[src/rtl/iniciador_entrada_salida.sv]
// I/O bus initiator: turns a single core request into a timed I/O bus read or write.
// Optional macro IO_ADDR_CHECK_EN rejects addresses above 4 with a one-cycle error pulse.
module iniciador_entrada_salida #(
    parameter int CICLOS_ESPERA = 1
) (
    input  logic       clk,
    input  logic       reset,
    input  logic       peticion,
    input  logic       escribir,
    input  logic [6:0] direccion,
    input  logic [7:0] datoEscribir,
    output logic [7:0] datoLeido,
    output logic       ocupado,
    output logic       hecho,
    output logic       error,
    output logic       activarEntradaSalida,
    output logic       escribirEntradaSalida,
    output logic [6:0] direccionEntradaSalida,
    output logic [7:0] entradaEntradaSalida,
    input  logic [7:0] salidaEntradaSalida
);

    typedef enum logic [2:0] {REPOSO, PREPARAR, ACCESO, CAPTURA, FIN} estado_t;

    localparam logic [3:0] ULTIMO = 4'(CICLOS_ESPERA - 1);

    estado_t    estado_reg, estado_next;
    logic [3:0] cnt_reg, cnt_next;
    logic       esc_lat_reg, esc_lat_next;
    logic [6:0] dir_lat_reg, dir_lat_next;
    logic [7:0] dato_lat_reg, dato_lat_next;

    logic [7:0] dato_leido_reg, dato_leido_next;
    logic       ocupado_reg, ocupado_next;
    logic       hecho_reg, hecho_next;
    logic       error_reg, error_next;
    logic       activar_reg, activar_next;
    logic       esc_es_reg, esc_es_next;
    logic [6:0] dir_es_reg, dir_es_next;
    logic [7:0] ent_es_reg, ent_es_next;

    logic addr_err;

`ifdef IO_ADDR_CHECK_EN
    assign addr_err = (direccion > 7'd4);
`else
    assign addr_err = 1'b0;
`endif

    always_comb begin
        estado_next   = estado_reg;
        cnt_next      = cnt_reg;
        esc_lat_next  = esc_lat_reg;
        dir_lat_next  = dir_lat_reg;
        dato_lat_next = dato_lat_reg;
        dato_leido_next = dato_leido_reg;
        error_next    = 1'b0;

        case (estado_reg)
            REPOSO: begin
                if (peticion) begin
                    esc_lat_next  = escribir;
                    dir_lat_next  = direccion;
                    dato_lat_next = datoEscribir;
                    if (addr_err) begin
                        estado_next = FIN;
                        error_next  = 1'b1;
                    end else begin
                        estado_next = PREPARAR;
                    end
                end
            end
            PREPARAR: begin
                estado_next = ACCESO;
                cnt_next    = 4'd0;
            end
            ACCESO: begin
                cnt_next = cnt_reg + 4'd1;
                if (cnt_reg == ULTIMO)
                    estado_next = CAPTURA;
            end
            CAPTURA: begin
                if (!esc_lat_reg)
                    dato_leido_next = salidaEntradaSalida;
                estado_next = FIN;
            end
            FIN: begin
                estado_next = REPOSO;
            end
            default: begin
                estado_next = REPOSO;
            end
        endcase

        // Outputs are registered, so they are derived from the state being entered.
        ocupado_next = (estado_next != REPOSO);
        hecho_next   = (estado_next == FIN);
        activar_next = (estado_next == ACCESO) || (estado_next == CAPTURA);
        if ((estado_next == PREPARAR) || (estado_next == ACCESO) || (estado_next == CAPTURA)) begin
            esc_es_next = esc_lat_next;
            dir_es_next = dir_lat_next;
            ent_es_next = dato_lat_next;
        end else begin
            esc_es_next = 1'b0;
            dir_es_next = 7'd0;
            ent_es_next = 8'd0;
        end
    end

    always_ff @(posedge clk) begin
        if (reset) begin
            estado_reg     <= REPOSO;
            cnt_reg        <= 4'd0;
            esc_lat_reg    <= 1'b0;
            dir_lat_reg    <= 7'd0;
            dato_lat_reg   <= 8'd0;
            dato_leido_reg <= 8'd0;
            ocupado_reg    <= 1'b0;
            hecho_reg      <= 1'b0;
            error_reg      <= 1'b0;
            activar_reg    <= 1'b0;
            esc_es_reg     <= 1'b0;
            dir_es_reg     <= 7'd0;
            ent_es_reg     <= 8'd0;
        end else begin
            estado_reg     <= estado_next;
            cnt_reg        <= cnt_next;
            esc_lat_reg    <= esc_lat_next;
            dir_lat_reg    <= dir_lat_next;
            dato_lat_reg   <= dato_lat_next;
            dato_leido_reg <= dato_leido_next;
            ocupado_reg    <= ocupado_next;
            hecho_reg      <= hecho_next;
            error_reg      <= error_next;
            activar_reg    <= activar_next;
            esc_es_reg     <= esc_es_next;
            dir_es_reg     <= dir_es_next;
            ent_es_reg     <= ent_es_next;
        end
    end

    assign datoLeido              = dato_leido_reg;
    assign ocupado                = ocupado_reg;
    assign hecho                  = hecho_reg;
    assign error                  = error_reg;
    assign activarEntradaSalida   = activar_reg;
    assign escribirEntradaSalida  = esc_es_reg;
    assign direccionEntradaSalida = dir_es_reg;
    assign entradaEntradaSalida   = ent_es_reg;

endmodule

[config.mk]
export PLATFORM = sky130hd
export DESIGN_NAME = iniciador_entrada_salida
export DESIGN_NICKNAME = d
export VERILOG_FILES = /design/src/rtl/iniciador_entrada_salida.sv
export SDC_FILE = /design/constraint.sdc
export NUM_CORES = 1
export LEC_CHECK = 0
export ABC_AREA = 0
export CAP_MARGIN = 20
export CORE_MARGIN = 3
export CORE_UTILIZATION = 42
export CTS_CLUSTER_DIAMETER = 80
export DETAILED_ROUTE_END_ITERATION = 8
export PLACE_DENSITY = 0.75
export SYNTH_ARGS = -nofsm -noshare
export SYNTH_HDL_FRONTEND = slang
export SYNTH_SLANG_ARGS = --single-unit
export TNS_END_PERCENT = 5
[constraint.sdc]
create_clock -name clk -period 1.4 [get_ports clk]
set_input_delay 0.14 -clock clk [delete_from_list [all_inputs] [get_ports clk]]
set_output_delay 0.14 -clock clk [all_outputs]
set_load 0.005 [all_outputs]
Word-level counts from Yosys, hierarchy flattened
Index checks and enable logic that the tools add are counted.
{ "totals": {"register_bits": 50, "output_inout_bits": 28} }
{ "op_classes": {"bitwise_logic": 2, "muxes": 10, "eq_ne": 7, "addsub": 1, "reduce_logical": 9} }
{ "op_table": {"columns": ["cell", "count"], "rows": [
  ["8-bit two-way mux", 2],
  ["7-bit two-way mux", 2],
  ["3-bit by 2-bit equality test with 1-bit output, second input constant", 4],
  ["3-bit one-hot mux with 4 select lines", 1],
  ["4-bit one-hot mux with 2 select lines", 1],
  ["3-bit by 1-bit equality test with 1-bit output, second input constant", 2],
  ["3-bit two-way mux", 2],
  ["4-bit by 1-bit adder with 4-bit output, second input constant", 1],
  ["4-bit zero test", 1],
  ["3-bit equality test, second input constant", 1],
  ["3-bit zero test", 1],
  ["1-bit logical OR", 3],
  ["3-bit nonzero test", 1],
  ["1-bit two-way mux", 2],
  ["1-bit inverter", 2],
  ["2-bit AND reduction", 1],
  ["2-bit nonzero test", 1],
  ["2-bit OR reduction", 1]
]} }

Logic depth before layout (Yosys ltp)
Gate-level depths: netlist of run 1.
{ "depth": {"ltp_word": 8, "depth_mapped": 6, "depth_no_buf": 5} }

Worst setup path after synthesis of run 1
No wires, ideal clock.
{ "synth_path": {"path_type": "register to register", "start": "register estado_reg[1]", "end": "register dato_lat_reg[4]", "required_ns": 1.268, "setup_time_ns": 0.132, "synth_period_minus_slack_ns": 1.426, "path_slack_ns": -0.026, "path_stages_with_launch": 7, "t_arrival_ns": 1.293, "cell_sequence": "dfxtp_1 -> buf_6 -> or4b_1 -> buf_2 -> buf_6 -> nand2_1 -> a21oi_1"} }
{ "synth_between": {"elab_chain_len": 2} }
{ "synth_rtl": {"columns": ["item", "line", "source"], "rows": [
  ["start: declaration", "27", "estado_t estado_reg, estado_next;"],
  ["start signal: assignment", "126", "estado_reg <= estado_next;"],
  ["3-bit zero test", "59", "case (estado_reg)"],
  ["8-bit two-way mux", "59", null],
  ["end signal: assignment", "130", "dato_lat_reg <= dato_lat_next;"],
  ["end: declaration", "31", "logic [7:0] dato_lat_reg, dato_lat_next;"]
]} }
Every way passes these cells.
A chain may end at the register's enable or synchronous reset.

Worst setup path in the final report of run 1
{ "layout_path": {"start": "register estado_reg[0]", "end": "register dir_lat_reg[3]"} }
{ "layout_between": {"elab_chain_len": 2} }
{ "layout_rtl": {"columns": ["item", "line", "source"], "rows": [
  ["3-bit zero test", "59", null],
  ["7-bit two-way mux", "59", null],
  ["end signal: assignment", "129", "dir_lat_reg <= dir_lat_next;"],
  ["end: declaration", "30", "logic [6:0] dir_lat_reg, dir_lat_next;"]
]} }
Every way passes these cells.

==> metrics.txt, run 1 <==
Crit path buffers/inverters=1; total placed cells including tap cells=about 300; # rows=23; Crit Path Class=flop to flop; number of antenna violations at the first check in global routing=0; Starting DRT DRC Count=around 110; Buffers on Ports=53; commonest cells after routing, fill and taps aside=sky130_fd_sc_hd__clkdlybuf4s50_1 (53), sky130_fd_sc_hd__dfxtp_1 (49), sky130_fd_sc_hd__a21oi_1 (36); Worst VDD drop=slightly above 0.8 mV; uppermost layer routed=met4; Multi-input gate area=809.5 um^2; final-report max-slew violation count=0; number of top-level pins=55; power per cell area=~1200 nW/um^2; Design Area, Final=approximately 2700 um^2; crit path capture type=flop; clock transition at the registers of the reported paths=about 0.090 ns; slack of the worst reg-to-reg path=0.05 ns; highest-delay cell along the critical path=sky130_fd_sc_hd__or4b_1; Sink Count=50; skew final=about 0.0057 ns; count of cell instances traversed by the critical path=4; pin count of the biggest net entering global routing=19; number of flip-flops and latches in the synthesized netlist=50; depth of the worst hold-timing path=3; area of all sequential standard cells=about 1000 um^2; Critical Path Fanout Max=17; CTS root buffer=sky130_fd_sc_hd__clkbuf_8; family of cells with the greatest summed delay on the critical path=simple AND/OR/NAND/NOR gates; Setup Total Neg Slack=0 ns; DRC=0; Hold Fails Final Rpt=0; diode count=0; number of setup violations in the final report=0; required time of the critical path=1.60 ns; launching element type of the critical path=flop; routed length on met2=just under 2000 um; delay of the slowest cell on the worst path=around 0.52 ns; post-route antenna net violation count=0; overall power after layout=approximately 3.3 mW; via count=roughly 1600; Leak Pwr=between 0.9 and 1 nW; critical path data arrival time=roughly 1.6 ns; area enclosed by the die boundary=approximately 5400 um^2; hold buffer count at cts=0; post-CTS resize count=0; Post-DP Area=between 2000 and 3000 um^2; total met3 wirelength after detailed routing=327 um; Mapped Nets=~240; Die W=73.58 um; Post-Syn Area=between 1500 and 2000 um^2; most frequent standard cell in the layout excluding fill and tap cells=sky130_fd_sc_hd__clkdlybuf4s50_1; starting density of the core=45.65%; die height=roughly 74 um; number of cells on the worst reg-to-reg path=4; Detailed Route WL=approximately 4200 um; RSZ-0062 raised after global routing=true; post-synth cell types=34; fraction of final layout cells sized beyond drive strength 1=between 10% and 20%; part of the Yosys area used for sequential elements=52.19%; number of detailed-routing iterations run before antenna repair=4; pre-CTS setup slack=-0.1559 ns; Fill cells=around 360; H-tree Lvls=2; number of warnings printed during yosys synthesis=0; global routing usage summed across all routing layers=16.72%; worst hold path class=primary input to flop; instance count of the mapped netlist=around 210; Hold Slack=0.4089 ns; final worst setup slack=around 0.048 ns; number of nets in the layout=roughly 290; remaining global-route overflow=0; Yosys top cell area share=52.19%; result of the run=completed; number of global-route vias before repair=1579; core area=between 4000 and 5000 um^2; Period minus WS final=between 1 and 1.5 ns; portion of the clock cycle consumed by the worst path in the final layout=a little over nine tenths; Skew-Pair Late Insertion Delay=~0.30 ns; Max Cap Violations=0; CTS tree=yes; detailed placement HPWL=around 2800 um; Max Fclk=between 0.7 and 0.8 GHz; final design utilization=between 60% and 70%; average detailed-routed wire length per instance=13.49 um; Post-Layout Cell Count=about 310; series of cell instances along the critical path=or4b_1 > buf_4 > nand2_1 > a21oi_1; cell types with the largest area share after synthesis=sky130_fd_sc_hd__dfxtp_1 (52%), sky130_fd_sc_hd__a21oi_1 (9.4%), sky130_fd_sc_hd__nand3b_1 (6.7%); Avg Vias per Cell=~5.2; buffer depth of the longest clock path=2; wire length of the first global-routing pass=6906 um; number of clock buffers inserted by TritonCTS=5; most area-hungry cell type in the Yosys netlist=sky130_fd_sc_hd__dfxtp_1; GPL Wtd Cong=roughly 0.7; Post-Syn Area per Cell=a little over 9 um^2; Post-CTS Setup Bufs=0; detailed-routing wirelength on met1=just under 2000 um; Area growth syn-to-layout=39.01%
tightest hold or removal path: stages:
cell,delay [ns]
sky130_fd_sc_hd__clkdlybuf4s50_1,0.39
sky130_fd_sc_hd__nand2_1,0.08
sky130_fd_sc_hd__a21oi_1,0.06
cells in the mapped netlist:
cell / count
sky130_fd_sc_hd__a211o_1: 1
sky130_fd_sc_hd__a21o_1: 1
sky130_fd_sc_hd__a21oi_1: 36
sky130_fd_sc_hd__a21oi_2: 1
sky130_fd_sc_hd__a31oi_1: 1
sky130_fd_sc_hd__and2_1: 2
sky130_fd_sc_hd__and3_1: 1
sky130_fd_sc_hd__and4bb_2: 1
sky130_fd_sc_hd__buf_1: 1
sky130_fd_sc_hd__buf_2: 5
sky130_fd_sc_hd__buf_4: 3
sky130_fd_sc_hd__buf_6: 2
sky130_fd_sc_hd__clkbuf_1: 6
sky130_fd_sc_hd__conb_1: 1
sky130_fd_sc_hd__dfxtp_1: 50
sky130_fd_sc_hd__ha_1: 2
sky130_fd_sc_hd__inv_1: 3
sky130_fd_sc_hd__mux2i_1: 8
sky130_fd_sc_hd__nand2_1: 33
sky130_fd_sc_hd__nand2b_1: 1
sky130_fd_sc_hd__nand3_1: 1
sky130_fd_sc_hd__nand3b_1: 17
sky130_fd_sc_hd__nand4b_1: 1
sky130_fd_sc_hd__nor2_1: 8
sky130_fd_sc_hd__nor2b_1: 1
sky130_fd_sc_hd__nor3_1: 5
sky130_fd_sc_hd__nor3b_1: 3
sky130_fd_sc_hd__nor4b_1: 1
sky130_fd_sc_hd__nor4b_4: 1
sky130_fd_sc_hd__o21ai_0: 5
sky130_fd_sc_hd__o21bai_1: 1
sky130_fd_sc_hd__o21bai_2: 1
sky130_fd_sc_hd__or4b_1: 1
sky130_fd_sc_hd__xor2_2: 1
routing by layer:
| metal | up-vias | GRT usage, % |
|---|---|---|
| met5 | - | 0 |
| met4 | 0 | 6.841 |
| met3 | 6 | 7.524 |
| met2 | 59 | 25.49 |
| met1 | 746 | 20.44 |
| li1 | 808 | - |
power by group:
group / leakage, nW / switching, mW / internal [mW]
registers: 0.409 / 0.0580 / 1.55
clock network: 0.0482 / 0.459 / 0.399
logic: 0.504 / 0.366 / 0.425
total: 0.961 / 0.882 / 2.38
path summary, 6_finish.rpt:
kind	startpoint	endpoint
setup / recovery	estado_reg[0]	dir_lat_reg[3]
hold / removal	direccion[3]	direccionEntradaSalida[3]
setup reg to reg	estado_reg[0]	dir_lat_reg[3]
hold reg to reg	dato_lat_reg[1]	dato_lat_reg[1]
cell type report:
type | instances | share of cell area (%)
timing repair buffer | 67 | 25.86
clock buffer | 7 | 3.238
tap | 50 | 2.346
inverter | 3 | 0.4223
multi-input combinational | 136 | 30.36
sequential | 50 | 37.59
clock inverter | 1 | 0.1877
cells by family (layout without fill, tap and decap cells):
logic type	Yosys count	in the layout	share of synthesized area [%]
DFF	50	50	52.19
AOI/OAI and AO/OA	47	47	13.31
adders and majority gates	2	2	1.304
xor gates and xnor gates	1	1	0.8482
and+or+nand+nor	77	77	22.37
other	1	1	0.1955
buffers and inverters	20	78	5.609
muxes	8	8	4.175
(Power assumes the default switching activity.)
==> inputs of run 2 (changes only) <==
Settings changed: ABC_AREA 0 to unset, CORE_MARGIN 3 to 5.
==> metrics.txt, run 2 (same netlist as run 1, synthesis figures left out) <==
number of antenna violations at the first check in global routing=0 (unchanged); Post-Layout Cell Count=317 (+0.96%); GPL Wtd Cong=0.7760 (+8.9%); Worst VDD drop=0.5863 mV (-27%); Starting DRT DRC Count=51 (-54%); # rows=24 (+4.3%); delay of the slowest cell on the worst path=0.53 ns (about the same); Sink Count=50 (unchanged); Period minus WS final=1.322 ns (-0.03052 ns); CTS tree=yes; Leak Pwr=0.9589 nW (-0.20%); worst flop-to-flop path endpoint=dir_lat_reg[3]; CTS root buffer=sky130_fd_sc_hd__clkbuf_8; number of clock buffers inserted by TritonCTS=5 (unchanged); Buffers on Ports=53 (unchanged); Crit Path Class=flop to flop; Avg Vias per Cell=5.035 (-2.4%); Max Cap Violations=0 (unchanged); wire length of the first global-routing pass=7051 um (+2.1%); Worst Min Path Start=datoEscribir[2]; Area growth syn-to-layout=38.36%; number of setup violations in the final report=0 (unchanged); final design utilization=60.53% (-2.9 points); via count=1596 (-1.4%); portion of the clock cycle consumed by the worst path in the final layout=94.39% (-2.2 points); Max Fclk=0.7567 GHz (+2.3%); Setup Total Neg Slack=0 ns (unchanged); number of cells on the worst reg-to-reg path=4 (unchanged); result of the run=completed; launching element type of the critical path=flop; commonest cells after routing, fill and taps aside=sky130_fd_sc_hd__clkdlybuf4s50_1 (53), sky130_fd_sc_hd__dfxtp_1 (49), sky130_fd_sc_hd__a21oi_1 (35); Post-CTS Setup Bufs=0 (unchanged); fraction of final layout cells sized beyond drive strength 1=10.94% (+0.72 points); Critical R2R Launch=estado_reg[2]; highest-delay cell along the critical path=sky130_fd_sc_hd__or4b_1; Critical Path Fanout Max=17 (unchanged); buffer depth of the longest clock path=2 (unchanged); Skew-Pair Late Insertion Delay=0.30 ns (about the same); worst hold path class=primary input to flop; clock transition at the registers of the reported paths=0.09 ns (about the same); post-CTS resize count=0 (unchanged); H-tree Lvls=2 (unchanged); series of cell instances along the critical path=or4b_1 > buf_6 > nand2_1 > a21oi_1; depth of the worst hold-timing path=3 (unchanged); pin count of the biggest net entering global routing=24 (+5); die height=77.58 um (+5.4%); slack of the worst reg-to-reg path=0.08 ns (+0.03 ns); most frequent standard cell in the layout excluding fill and tap cells=sky130_fd_sc_hd__clkdlybuf4s50_1; power per cell area=1214 nW/um^2 (-0.73%); final-report max-slew violation count=0 (unchanged); RSZ-0062 raised after global routing=false; Design Area, Final=2654 um^2 (-0.47%); number of top-level pins=55 (unchanged); Crit path buffers/inverters=1 (unchanged); detailed placement HPWL=2983 um (+5.2%); core area=4384 um^2 (+4.3%); total placed cells including tap cells=309 (+0.98%); count of cell instances traversed by the critical path=4 (unchanged); global routing usage summed across all routing layers=14.01% (-2.7 points); required time of the critical path=1.59 ns (about the same); WHS Endpoint=entradaEntradaSalida[2]; post-route antenna net violation count=0 (unchanged); number of global-route vias before repair=1572 (-0.44%); Post-DP Area=2544 um^2 (-1.1%); number of nets in the layout=293 (+0.34%); crit path capture type=flop; critical path data arrival time=1.51 ns (-0.04 ns); hold buffer count at cts=0 (unchanged); number of detailed-routing iterations run before antenna repair=4 (unchanged); diode count=0 (unchanged); Detailed Route WL=4084 um (-3.6%); family of cells with the greatest summed delay on the critical path=simple AND/OR/NAND/NOR gates; DRC=0 (unchanged); remaining global-route overflow=0 (unchanged); Hold Fails Final Rpt=0 (unchanged); skew final=0.004905 ns (-0.0007806 ns); Die W=77.58 um (+5.4%); average detailed-routed wire length per instance=12.88 um (-4.5%); starting density of the core=43.75% (-1.9 points); area enclosed by the die boundary=6019 um^2 (+11%)
## run 2: area by class of cell
type                       instances  area, um^2
multi-input combinational        136       813.3
clock buffer                       7       86.33
clock inverter                     1       5.005
tap                               52       65.06
fill                             392        1730
timing repair buffer              68       670.6
inverter                           3       11.26
sequential                        50        1002
## run 2: worst reg2reg max path, stage by stage (launching register included)
cell                      delay (ns)
sky130_fd_sc_hd__dfxtp_1        0.36
sky130_fd_sc_hd__or4b_1         0.53
sky130_fd_sc_hd__buf_6          0.18
sky130_fd_sc_hd__nand2_1        0.08
sky130_fd_sc_hd__a21oi_1        0.06
## run 2: how the worst max path moves through the flow
stage             startpoint                      end  slack, ns
2_1_floorplan  estado_reg[1]          dato_lat_reg[4]      0.006
3_3_place_gp        peticion           dir_lat_reg[1]      -0.11
3_5_place_dp        peticion           dir_lat_reg[3]      -0.16
4_1_cts        estado_reg[2]  entradaEntradaSalida[6]       0.04
5_1_grt        estado_reg[2]          dato_lat_reg[4]      0.005
6_report       estado_reg[2]           dir_lat_reg[3]       0.08
## run 2: power by group
| part | internal [mW] | leakage [nW] | switching [mW] |
|---|---|---|---|
| combinational | 0.407 | 0.502 | 0.355 |
| clock | 0.399 | 0.0482 | 0.449 |
| sequential | 1.55 | 0.409 | 0.0583 |
## run 2: stage by stage
| stage | hold slack [ns] | power, mW | setup WS (ns) |
|---|---|---|---|
| floorplan | 0.2872 | 2.059 | 0.005729 |
| global placement | 0.4411 | 2.383 | -0.1125 |
| detailed placement | 0.4463 | 2.396 | -0.1631 |
| CTS | 0.4063 | 3.237 | 0.03682 |
| global route | 0.4143 | 3.386 | 0.005123 |
| finish | 0.4105 | 3.222 | 0.07848 |
## run 2: per-layer routing
layer  vias to the layer above  global-route usage (%)  routed length [um]
li1                        812                       -                   -
met1                       729                   15.67                1748
met2                        48                   24.37                1913
met3                         7                   5.903                 374
met4                         0                   3.608                  48
met5                         -                       0                   0
==> inputs of run 3 (changes only) <==
Settings changed: PLACE_DENSITY 0.75 to 0.87.
==> metrics.txt, run 3 (same netlist as run 1, synthesis figures left out) <==
fraction of final layout cells sized beyond drive strength 1=11.36% (+0.42 points); Area growth syn-to-layout=36.79%; family of cells with the greatest summed delay on the critical path=simple AND/OR/NAND/NOR gates; CTS tree=yes; wire length of the first global-routing pass=7348 um (+4.2%); Critical Path Fanout Max=17 (unchanged); remaining global-route overflow=0 (unchanged); clock transition at the registers of the reported paths=0.09 ns (about the same); WHS Endpoint=dir_lat_reg[5]; pin count of the biggest net entering global routing=19 (-21%); slack of the worst reg-to-reg path=0.08 ns (about the same); worst hold path class=primary input to flop; commonest cells after routing, fill and taps aside=sky130_fd_sc_hd__clkdlybuf4s50_1 (53), sky130_fd_sc_hd__dfxtp_1 (48), sky130_fd_sc_hd__a21oi_1 (35); Sink Count=50 (unchanged); number of antenna violations at the first check in global routing=0 (unchanged); overall power after layout=3.201 mW (-0.63%); Avg Vias per Cell=5.035 (about the same); final worst setup slack=0.07709 ns (-0.001391 ns); launching element type of the critical path=flop; final-report max-slew violation count=0 (unchanged); Skew-Pair Late Insertion Delay=0.30 ns (about the same); switching share of power=27.24% (+0.47 points); number of detailed-routing iterations run before antenna repair=4 (unchanged); portion of the clock cycle consumed by the worst path in the final layout=94.49% (+0.099 points); starting density of the core=43.75% (unchanged); net switching component of the power=0.8719 mW (+1.1%); average detailed-routed wire length per instance=13.44 um (+4.3%); Max Cap Violations=0 (unchanged); number of clock buffers inserted by TritonCTS=5 (unchanged); RSZ-0062 raised after global routing=false; final design utilization=59.85% (-0.68 points); critical path data arrival time=1.51 ns (about the same); Worst Min Path Start=direccion[5]; delay of the slowest cell on the worst path=0.50 ns (-0.03 ns); series of cell instances along the critical path=or4b_1 > buf_4 > nand2_1 > a21oi_1; DRC=0 (unchanged); required time of the critical path=1.59 ns (about the same); number of cells on the worst reg-to-reg path=4 (unchanged); Die W=77.58 um (unchanged); worst flop-to-flop path endpoint=dato_lat_reg[4]; most frequent standard cell in the layout excluding fill and tap cells=sky130_fd_sc_hd__clkdlybuf4s50_1; GPL Wtd Cong=0.7116 (-8.3%); detailed placement HPWL=3180 um (+6.6%); area enclosed by the die boundary=6019 um^2 (unchanged); post-route antenna net violation count=0 (unchanged); Crit Path Class=flop to flop; Starting DRT DRC Count=95 (+86%); H-tree Lvls=2 (unchanged); pre-CTS setup slack=-0.1301 ns (+0.03301 ns); depth of the worst hold-timing path=3 (unchanged); Hold Fails Final Rpt=0 (unchanged); number of top-level pins=55 (unchanged); via count=1591 (-0.31%); global routing usage summed across all routing layers=14.56% (+0.55 points); Worst VDD drop=0.4908 mV (-16%); result of the run=completed; buffer depth of the longest clock path=2 (unchanged); Max Fclk=0.7559 GHz (-0.11%); highest-delay cell along the critical path=sky130_fd_sc_hd__or4b_1; number of global-route vias before repair=1640 (+4.3%); number of nets in the layout=292 (-0.34%); Crit path buffers/inverters=1 (unchanged); portion of total power attributed to combinational logic=22.6% (-1.1 points); part of the total power dissipated in the clock network=26.8% (+0.5 points); Period minus WS final=1.323 ns (+0.001391 ns); hold buffer count at cts=0 (unchanged); core area=4384 um^2 (unchanged); Buffers on Ports=53 (unchanged); crit path capture type=flop; Int Pwr=2.329 mW (-1.3%); Critical R2R Launch=estado_reg[0]; Detailed Route WL=4246 um (+4.0%); # rows=24 (unchanged); CTS root buffer=sky130_fd_sc_hd__clkbuf_8; die height=77.58 um (unchanged); Leak Pwr=0.9442 nW (-1.5%); power per cell area=1220 nW/um^2 (+0.51%); number of setup violations in the final report=0 (unchanged); skew final=0.005866 ns (+0.0009606 ns); diode count=0 (unchanged); sequential share of power=50.6% (+0.6 points)
-- run 3: cell count changes in the layout (fill, tap and decap cells not counted) --
cell / previous run / this run
sky130_fd_sc_hd__buf_6: 4 / 0
sky130_fd_sc_hd__clkinvlp_4: 0 / 1
sky130_fd_sc_hd__dfxtp_2: 1 / 2
sky130_fd_sc_hd__clkbuf_1: 1 / 0
sky130_fd_sc_hd__dfxtp_1: 49 / 48
sky130_fd_sc_hd__buf_4: 10 / 14
sky130_fd_sc_hd__buf_12: 1 / 0
-- run 3: cell type report --
class / count / area, um^2
Fill cell: 386 / 1760
Clock buffer: 6 / 82.58
Timing Repair Buffer: 67 / 635.6
Multi-Input combinational cell: 136 / 813.3
Clock inverter: 2 / 12.51
Sequential cell: 50 / 1003
Tap cell: 52 / 65.06
Inverter: 3 / 11.26
-- run 3: how the worst max path moves through the flow --
| stage | from | slack, ns | depth (start not counted) | endpoint |
|---|---|---|---|---|
| detailed placement | peticion | -0.13 | 5 | dato_lat_reg[4] |
| global route | estado_reg[0] | 0.01 | 5 | dato_lat_reg[6] |
| CTS | estado_reg[1] | 0.05 | 5 | escribirEntradaSalida |
| global placement | peticion | -0.11 | 5 | dato_lat_reg[3] |
| finish | estado_reg[0] | 0.08 | 4 | dato_lat_reg[4] |
| floorplan | estado_reg[1] | 0.006 | 6 | dato_lat_reg[4] |
-- run 3: timing repair --
action                     4_1_cts  5_1_grt
buffers inserted                 0        0
resized for setup                0        2
setup endpoints to repair        0        8
-- run 3: layer usage --
layer	track usage (%)	up-vias	routed length, um
met3	5.440	3	339
li1	-	808	-
met4	4.811	0	36
met5	0	-	0
met1	15.88	738	1710
met2	25.79	42	2160
-- run 3: power by group through the flow --
stage	Sequential, mW	Clock [mW]	Combinational [mW]
after floorplan	1.65	0	0.410
after detailed placement	1.65	0	0.723
after global routing	1.64	0.950	0.796
final	1.62	0.859	0.722
after global placement	1.65	0	0.697
after CTS	1.62	0.887	0.726
-- run 3: worst min-delay path: stages --
cell                              delay (ns)
sky130_fd_sc_hd__clkdlybuf4s50_1        0.40
sky130_fd_sc_hd__nand2_1                0.08
sky130_fd_sc_hd__a21oi_1                0.06
-- run 3: metrics by stage --
step / TNS, ns / cell area (um^2) / hold WS, ns / std cells
4_1_cts: 0 / 2619 / 0.4106 / 316
5_1_grt: 0 / 2624 / 0.4211 / 316
2_1_floorplan: 0 / 1926 / 0.2872 / 206
3_3_place_gp: -2.203 / 2524 / 0.4410 / 308
6_report: 0 / 2624 / 0.4109 / 316
3_5_place_dp: -2.288 / 2524 / 0.4503 / 308
